File: src/rtl/seq_alu.sv
// seq_alu: handshaked ALU with single-cycle ops and an iterative shift-add multiply.
// Results are held in DONE until the consumer takes them.
module seq_alu #(
   parameter int WIDTH  = 16,
   parameter bit MUL_EN = 1'b1
) (
   input  logic             clk,
   input  logic             rst_n,
   input  logic [3:0]       aluk,
   input  logic [WIDTH-1:0] one,
   input  logic [WIDTH-1:0] two,
   input  logic             in_valid,
   output logic             in_ready,
   output logic [WIDTH-1:0] q,
   output logic [2:0]       nzp,
   output logic [1:0]       cv,
   output logic             err,
   output logic             out_valid,
   input  logic             out_ready
);
   localparam int SW = $clog2(WIDTH);
   typedef enum logic [1:0] {IDLE, BUSY, DONE} state_t;
   state_t           state_q, state_d;
   logic [SW-1:0]    cnt_q, cnt_d;
   logic [WIDTH-1:0] q_q, q_d, acc_q, acc_d, mcand_q, mcand_d, mplier_q, mplier_d, alu_w, acc_n;
   logic [1:0]       cv_q, cv_d;
   logic             err_q, err_d;
   logic [WIDTH:0]   add_w, sub_w;
   logic [SW-1:0]    sh_w;
   logic             is_mul_w, legal_w, add_ov_w, sub_ov_w;
   assign sh_w     = two[SW-1:0];
   assign add_w    = {1'b0, one} + {1'b0, two};
   // Subtract as A + ~B + 1 so bit WIDTH reads as "no borrow"
   assign sub_w    = {1'b0, one} + {1'b0, ~two} + 1'b1;
   assign add_ov_w = (one[WIDTH-1] == two[WIDTH-1]) && (add_w[WIDTH-1] != one[WIDTH-1]);
   assign sub_ov_w = (one[WIDTH-1] != two[WIDTH-1]) && (sub_w[WIDTH-1] != one[WIDTH-1]);
   assign is_mul_w = MUL_EN && (aluk == 4'd10);
   assign legal_w  = (aluk < 4'd10) || is_mul_w;
   assign acc_n    = acc_q + (mplier_q[0] ? mcand_q : '0);
   always_comb begin
      case (aluk)
         4'd0:    alu_w = add_w[WIDTH-1:0];
         4'd1:    alu_w = one & two;
         4'd2:    alu_w = ~one;
         4'd3:    alu_w = one;
         4'd4:    alu_w = sub_w[WIDTH-1:0];
         4'd5:    alu_w = one | two;
         4'd6:    alu_w = one ^ two;
         4'd7:    alu_w = one << sh_w;
         4'd8:    alu_w = one >> sh_w;
         4'd9:    alu_w = WIDTH'($signed(one) >>> sh_w);
         default: alu_w = '0;
      endcase
   end
   always_comb begin
      state_d  = state_q;
      cnt_d    = cnt_q;
      q_d      = q_q;
      cv_d     = cv_q;
      err_d    = err_q;
      acc_d    = acc_q;
      mcand_d  = mcand_q;
      mplier_d = mplier_q;
      case (state_q)
         IDLE: if (in_valid) begin
            err_d = !legal_w;
            cv_d  = (aluk == 4'd0) ? {add_w[WIDTH], add_ov_w} :
                    (aluk == 4'd4) ? {sub_w[WIDTH], sub_ov_w} : 2'b00;
            if (is_mul_w) begin
               state_d  = BUSY;
               cnt_d    = SW'(WIDTH - 1);
               acc_d    = '0;
               mcand_d  = one;
               mplier_d = two;
            end else begin
               state_d = DONE;
               q_d     = legal_w ? alu_w : '0;
            end
         end
         BUSY: begin
            acc_d    = acc_n;
            mcand_d  = mcand_q << 1;
            mplier_d = mplier_q >> 1;
            if (cnt_q == '0) begin
               state_d = DONE;
               q_d     = acc_n;
            end else cnt_d = cnt_q - 1'b1;
         end
         DONE:    if (out_ready) state_d = IDLE;
         default: state_d = IDLE;
      endcase
   end
   always_ff @(posedge clk or negedge rst_n) begin
      if (!rst_n) begin
         state_q  <= IDLE;
         cnt_q    <= '0;
         q_q      <= '0;
         cv_q     <= '0;
         err_q    <= 1'b0;
         acc_q    <= '0;
         mcand_q  <= '0;
         mplier_q <= '0;
      end else begin
         state_q  <= state_d;
         cnt_q    <= cnt_d;
         q_q      <= q_d;
         cv_q     <= cv_d;
         err_q    <= err_d;
         acc_q    <= acc_d;
         mcand_q  <= mcand_d;
         mplier_q <= mplier_d;
      end
   end
   assign in_ready  = (state_q == IDLE);
   assign out_valid = (state_q == DONE);
   assign q         = q_q;
   assign cv        = cv_q;
   assign err       = err_q;
   assign nzp       = out_valid ? {q_q[WIDTH-1], q_q == '0, !q_q[WIDTH-1] && (q_q != '0)} : 3'b000;
endmodule

File: config.mk
export PLATFORM = sky130hd
export DESIGN_NAME = seq_alu
export DESIGN_NICKNAME = d
export VERILOG_FILES = /design/src/rtl/seq_alu.sv
export SDC_FILE = /design/constraint.sdc
export NUM_CORES = 1
export LEC_CHECK = 0
export ABC_AREA = 1
export CAP_MARGIN = 20
export CORE_MARGIN = 2
export CORE_UTILIZATION = 50
export CTS_BUF_LIST = sky130_fd_sc_hd__clkbuf_8
export CTS_CLUSTER_DIAMETER = 200
export CTS_CLUSTER_SIZE = 8
export DETAILED_ROUTE_END_ITERATION = 8
export PLACE_DENSITY_LB_ADDON = 0.15
export SYNTH_ARGS = -nofsm -noshare
export SYNTH_HDL_FRONTEND = slang
export SYNTH_SLANG_ARGS = --single-unit
File: constraint.sdc
create_clock -name clk -period 5.65 [get_ports clk]
set_input_delay 0.8475 -clock clk [delete_from_list [all_inputs] [get_ports clk]]
set_output_delay 0.8475 -clock clk [all_outputs]
set_load 0.05 [all_outputs]
* Word-level counts from Yosys, hierarchy flattened *
Index checks and enable logic that the tools add are counted.

storage, ports and cells
  register bits = 73
  output and inout port bits = 24
  word-level logic and storage cells = 89

cells by class
  add/sub/neg operators = 5
  magnitude comparators = 1
  equality and inequality tests = 22
  shift operators = 3
  multiplexer cells = 28
  bitwise logic cells = 5
  reduce and logical (&&, ||, !) cells = 17

operator list
  operator               count
  $mux 16                11
  $pmux 16 s10           1
  $pmux 16 s2            4
  $add 16x16->17         2
  $not 16->16            2
  $add 17x1->17 const B  1
  $add 16x16->16         1
  $and 16x16->16         1
  $eq 4x3->1 const B     4
  $logic_not 16->1       1
  $or 16x16->16          1
  $reduce_bool 16->1     1
  $shl 16x4->16          1
  $shr 16x4->16          1
  $sshr 16x4->16         1
  $xor 16x16->16         1
  $eq 4x4->1 const B     3
  $mux 2                 6
  $mux 4                 3
  $eq 4x2->1 const B     2
  $logic_not 4->1        2
  $ne 2x2->1 const B     4
  $pmux 4 s2             1
  $reduce_and 4->1       2
  17 further kinds       24

* Logic depth before layout (Yosys ltp) *
  depth in word-level cells = 8
  depth in mapped cells = 19
  gate-level depth less buffers = 16

* Worst setup path before layout *
Ideal clock, no wire load.

  path kind = register -> output
  start point = register state_q[1]
  end point = output nzp[0]
  arrival = 2.547 ns
  data required time = 4.803 ns
  path slack = 2.256 ns
  stages on the path, launching flop included = 5
  cell sequence = dfrtp_1 inv_1 nor2_1 inv_1 nor3_1

between the ends
  word-level cells in the longest chain between the ends = 2

ends and longest elaborated chain
  item                    RTL line  text
  from (decl)             23        state_t state_q, state_d;
  from (signal assigned)  104       state_q <= state_d;
  $eq 2x2->1              115       assign out_valid = (state_q == DONE);
  via out_valid           18        output logic out_valid,
  $mux 3                  119       assign nzp = out_valid ? {q_q[WIDTH-1], q_q == '0, !q_q[WIDTH-1] && (q_q != '0)} : 3'b000;
  to (decl)               15        output logic [2:0] nzp,

The timed path passes the listed nets, and every way through them passes these cells.

* Worst setup path after layout *
  start point = input two[3]
  end point = register q_q[5] (netlist: q[5])

between the ends
  word-level cells in the longest chain between the ends = 8

ends and longest elaborated chain
  item                  RTL line  text
  from (decl)           11        input logic [WIDTH-1:0] two,
  $not 16->16           34        assign sub_w = {1'b0, one} + {1'b0, ~two} + 1'b1;
  $add 16x16->17        34
  $add 17x1->17         34
  $pmux 16 s10 (*)      41        case (aluk)
  $mux 16 (*)           77        q_d = legal_w ? alu_w : '0;
  $mux 16 (*)           69        if (is_mul_w) begin
  $mux 16 (*)           65        IDLE: if (in_valid) begin
  $pmux 16 s2 (*)       64        case (state_q)
  to (signal assigned)  106       q_q <= q_d;
  to (decl)             25        logic [WIDTH-1:0] q_q, q_d, acc_q, acc_d, mcand_q, mcand_d, mplier_q, mplier_d, alu_w, acc_n;

Every way passes the cells marked *; elsewhere a longest branch is shown, timed or not. The select of a mux whose other input is x is not followed.
A chain may end at the register's enable or synchronous reset.

==> impl_metrics.yaml <==
synth:
  yosysMostFrequentCell: "nand2_1"
  async_reset_ff_frac: 1.000
  synth_nets: 1550
  yosysUniqueCellTypes: 49
  ys_seq_area_frac: 0.2141
  synth_cells: 1441
  synth_area_leaders: "nand2_1 22%, dfrtp_1 21%, ha_1 9.7%"
  netlist_area_um2: 8532
  synth_top_area_cell: "nand2_1"
  syn_avg_cell_area_um2: 5.921
  synth_common_cells: "498 x nand2_1, 170 x inv_1, 138 x nand3_1"
  synth_warnings: 0
  synth_top_area_frac: 0.2191
  synth-seq-cells: 73
  ys.flop_type: "dfrtp_1"
  synth_edf_count: 0
power:
  pwr_density_cell_nw_per_um2: 387.8
  power.share.switching: 0.5290
  combinationalPowerShare: 0.603
  power_switching_mw: 1.940
  p_leak_nw: 4.994
  internal_power_mw: 1.727
  vdd_ir_drop_max_v: 0.0002695
  power.total_mw: 3.668
  power.clock.fraction: 0.138
  seq_power_share: 0.258
setup_path:
  r2r_cells: 13
  critPathMaxFanout: 19
  critical_path.top_delay_family: "buffers and inverters"
  path_depth: 14
  critical_path.max_stage_delay_ns: 0.82
  crit_top_cell: "nand2_1"
  cp_slowest_cell: "clkdlybuf4s50_1"
  cp_cell_sequence: "clkdlybuf4s50_1, clkinv_1, ha_1, nand2_1, nor3_1, nand2_1, nand3_1, a21oi_1, o21ai_0, nand2_1, nor2_1, nand2_1, nand2_1, a21boi_1"
  cp-start-kind: "input pin"
  worstPathRequired_ns: 5.93
  crit_type: "in2reg"
  cp_num_buf_inv: 2
  cp-end-kind: "register"
  arrival_ns: 4.29
floorplan:
  core_um2: 16640
  die_y_um: 134.6
  die_area_um2: 18130
  start_util: 0.5127
  std_cell_rows: 47
  die_w_um: 134.6
  num_io_pins: 64
timing:
  slew_viol_final: 0
  period_minus_slack_ns: 4.015
  max_freq_mhz: 249.0
  worstMarginPinSlew_ns: 1.182
  maxSlewHeadroom: 0.2090
  hold_viol: 0
  fin_crit_sh: 0.7107
  setup_viol: 0
  hold_slack_ns: 0.3232
  fin_skew_ns: 0.01043
  tns_ns: 0
  finalWorstSetupSlack_ns: 1.635
  rsz0062_at_grt: "false"
min_path:
  hold_class: "in2async"
detailed_routing:
  drt_pass1_iterations: 5
  ant_nets: 0
  viasPerCell: 5.786
  drtIter0Drc: 1159
  wl_mm: 31.58
  drc: 0
  vias: 9784
  routedWlPerCell_um: 18.68
global_route:
  antenna_found_initial: 0
  grt_pass1_wl_mm: 49.23
  grt_max_degree: 64
  grtUsageTotal: 0.3527
  overflow: 0
  grt_pass1_vias: 8858
placement:
  portBuffers: 63
  dp_cells: 1675
  pre_cts_ws_ns: 1.359
  dp_hpwl_mm: 24.75
  place.gp.congestion: 1.041
finish:
  seqCellArea_um2: 1827
  stdcell_count: 1691
  final_nets: 1575
  n_antenna_cell: 0
  area_growth_syn_to_layout_pct: 10.84
  drive_above_1_share: 0.03195
  n_fill_cell: 1716
  multi_input_area_um2: 5742
cts:
  postCtsSetupRepairBufs: 0
  cts_buffers: 9
  cts_hold_buffers: 0
  insertion_delay_ns: 0.39
  clk_transition_reported_paths_ns: 0.10
  htreeDepth: 3
  cts-resized-gates: 0
  cts-root-buf: "clkbuf_8"
  cts_tree: "done"
  clk_path_buf_depth: 2
  clock_sinks: 73
run:
  max_cap_violations: 0
outcome:
  status: "completed"
-- through the flow --
stage	util	instance area [um^2]
final	0.5682	9457
after global routing	0.5682	9457
after CTS	0.5682	9457
after detailed placement	0.5546	9230
after global placement	0.5546	9230
after floorplan	-	8532
-- area by class of cell --
| type | instances | area share |
|---|---|---|
| Multi-Input combinational cell | 1126 | 0.6072 |
| Clock inverter | 7 | 0.01085 |
| Tap cell | 220 | 0.02911 |
| Timing Repair Buffer | 70 | 0.07198 |
| Inverter | 186 | 0.07462 |
| Clock buffer | 9 | 0.01310 |
| Sequential cell | 73 | 0.1932 |
-- per-layer routing --
metal  share of wire  global-route usage
met4           0.045              0.1485
met3           0.078             0.05218
met1            0.44              0.4857
met2            0.44              0.5522
met5               0                   0
-- final timing paths --
check                            startpoint     endpoint  slack [ns]
worst min-delay path                  rst_n  mplier_q[3]        0.32
max in group asynchronous             rst_n     cnt_q[3]        4.30
min in group clk                      cv[1]        cv[1]        0.49
worst min register to register        cv[1]        cv[1]        0.49
worst max register to register  mplier_q[0]        q[13]        2.70
worst max-delay path                 two[3]         q[5]        1.63
-- cells in the final DEF (no fill, tap or decap), types with 10 or more instances in the layout --
| cell type | Yosys | routed |
|---|---|---|
| a21oi_1 | 72 | 72 |
| and2_1 | 10 | 10 |
| clkdlybuf4s50_1 | 0 | 62 |
| dfrtp_1 | 73 | 73 |
| ha_1 | 66 | 66 |
| inv_1 | 170 | 170 |
| inv_2 | 10 | 10 |
| nand2_1 | 498 | 498 |
| nand3_1 | 138 | 138 |
| nand4_1 | 21 | 21 |
| nor2_1 | 100 | 100 |
| nor3_1 | 18 | 18 |
| o211ai_1 | 34 | 34 |
| o21ai_0 | 96 | 96 |
-- worst reg2reg max path, delay by kind of cell, from the launching register on --
family	cells	cell delay, ns
AO/OA/AOI/OAI	2	0.83
adder cells (fa/ha/maj)	1	0.30
buffers and inverters	1	0.14
flip-flops	1	0.75
AND/OR/NAND/NOR	9	0.82
-- sequential cells by signal (all words and copies together), names as in the netlist --
signal	cells
acc_q	16
cnt_q	4
cv	2
err	1
mcand_q	16
mplier_q	16
q	16
state_q	2
-- logic make-up after synthesis --
family | after synthesis | synth area share
compound gates | 246 | 0.1670
xor+xnor | 5 | 0.005132
fa+ha+maj | 69 | 0.1038
buf+inv | 242 | 0.1138
flops | 73 | 0.2141
mux | 1 | 0.001173
simple gates | 805 | 0.3949
-- power groups by stage --
stage | Clock, mW | Sequential, mW | Combinational [mW]
floorplan | 0 | 1.09 | 1.42
global placement | 0 | 0.952 | 2.17
detailed placement | 0 | 0.957 | 2.19
CTS | 0.513 | 0.947 | 2.20
global route | 0.533 | 0.974 | 2.47
finish | 0.508 | 0.948 | 2.21
(Power assumes the default switching activity.)
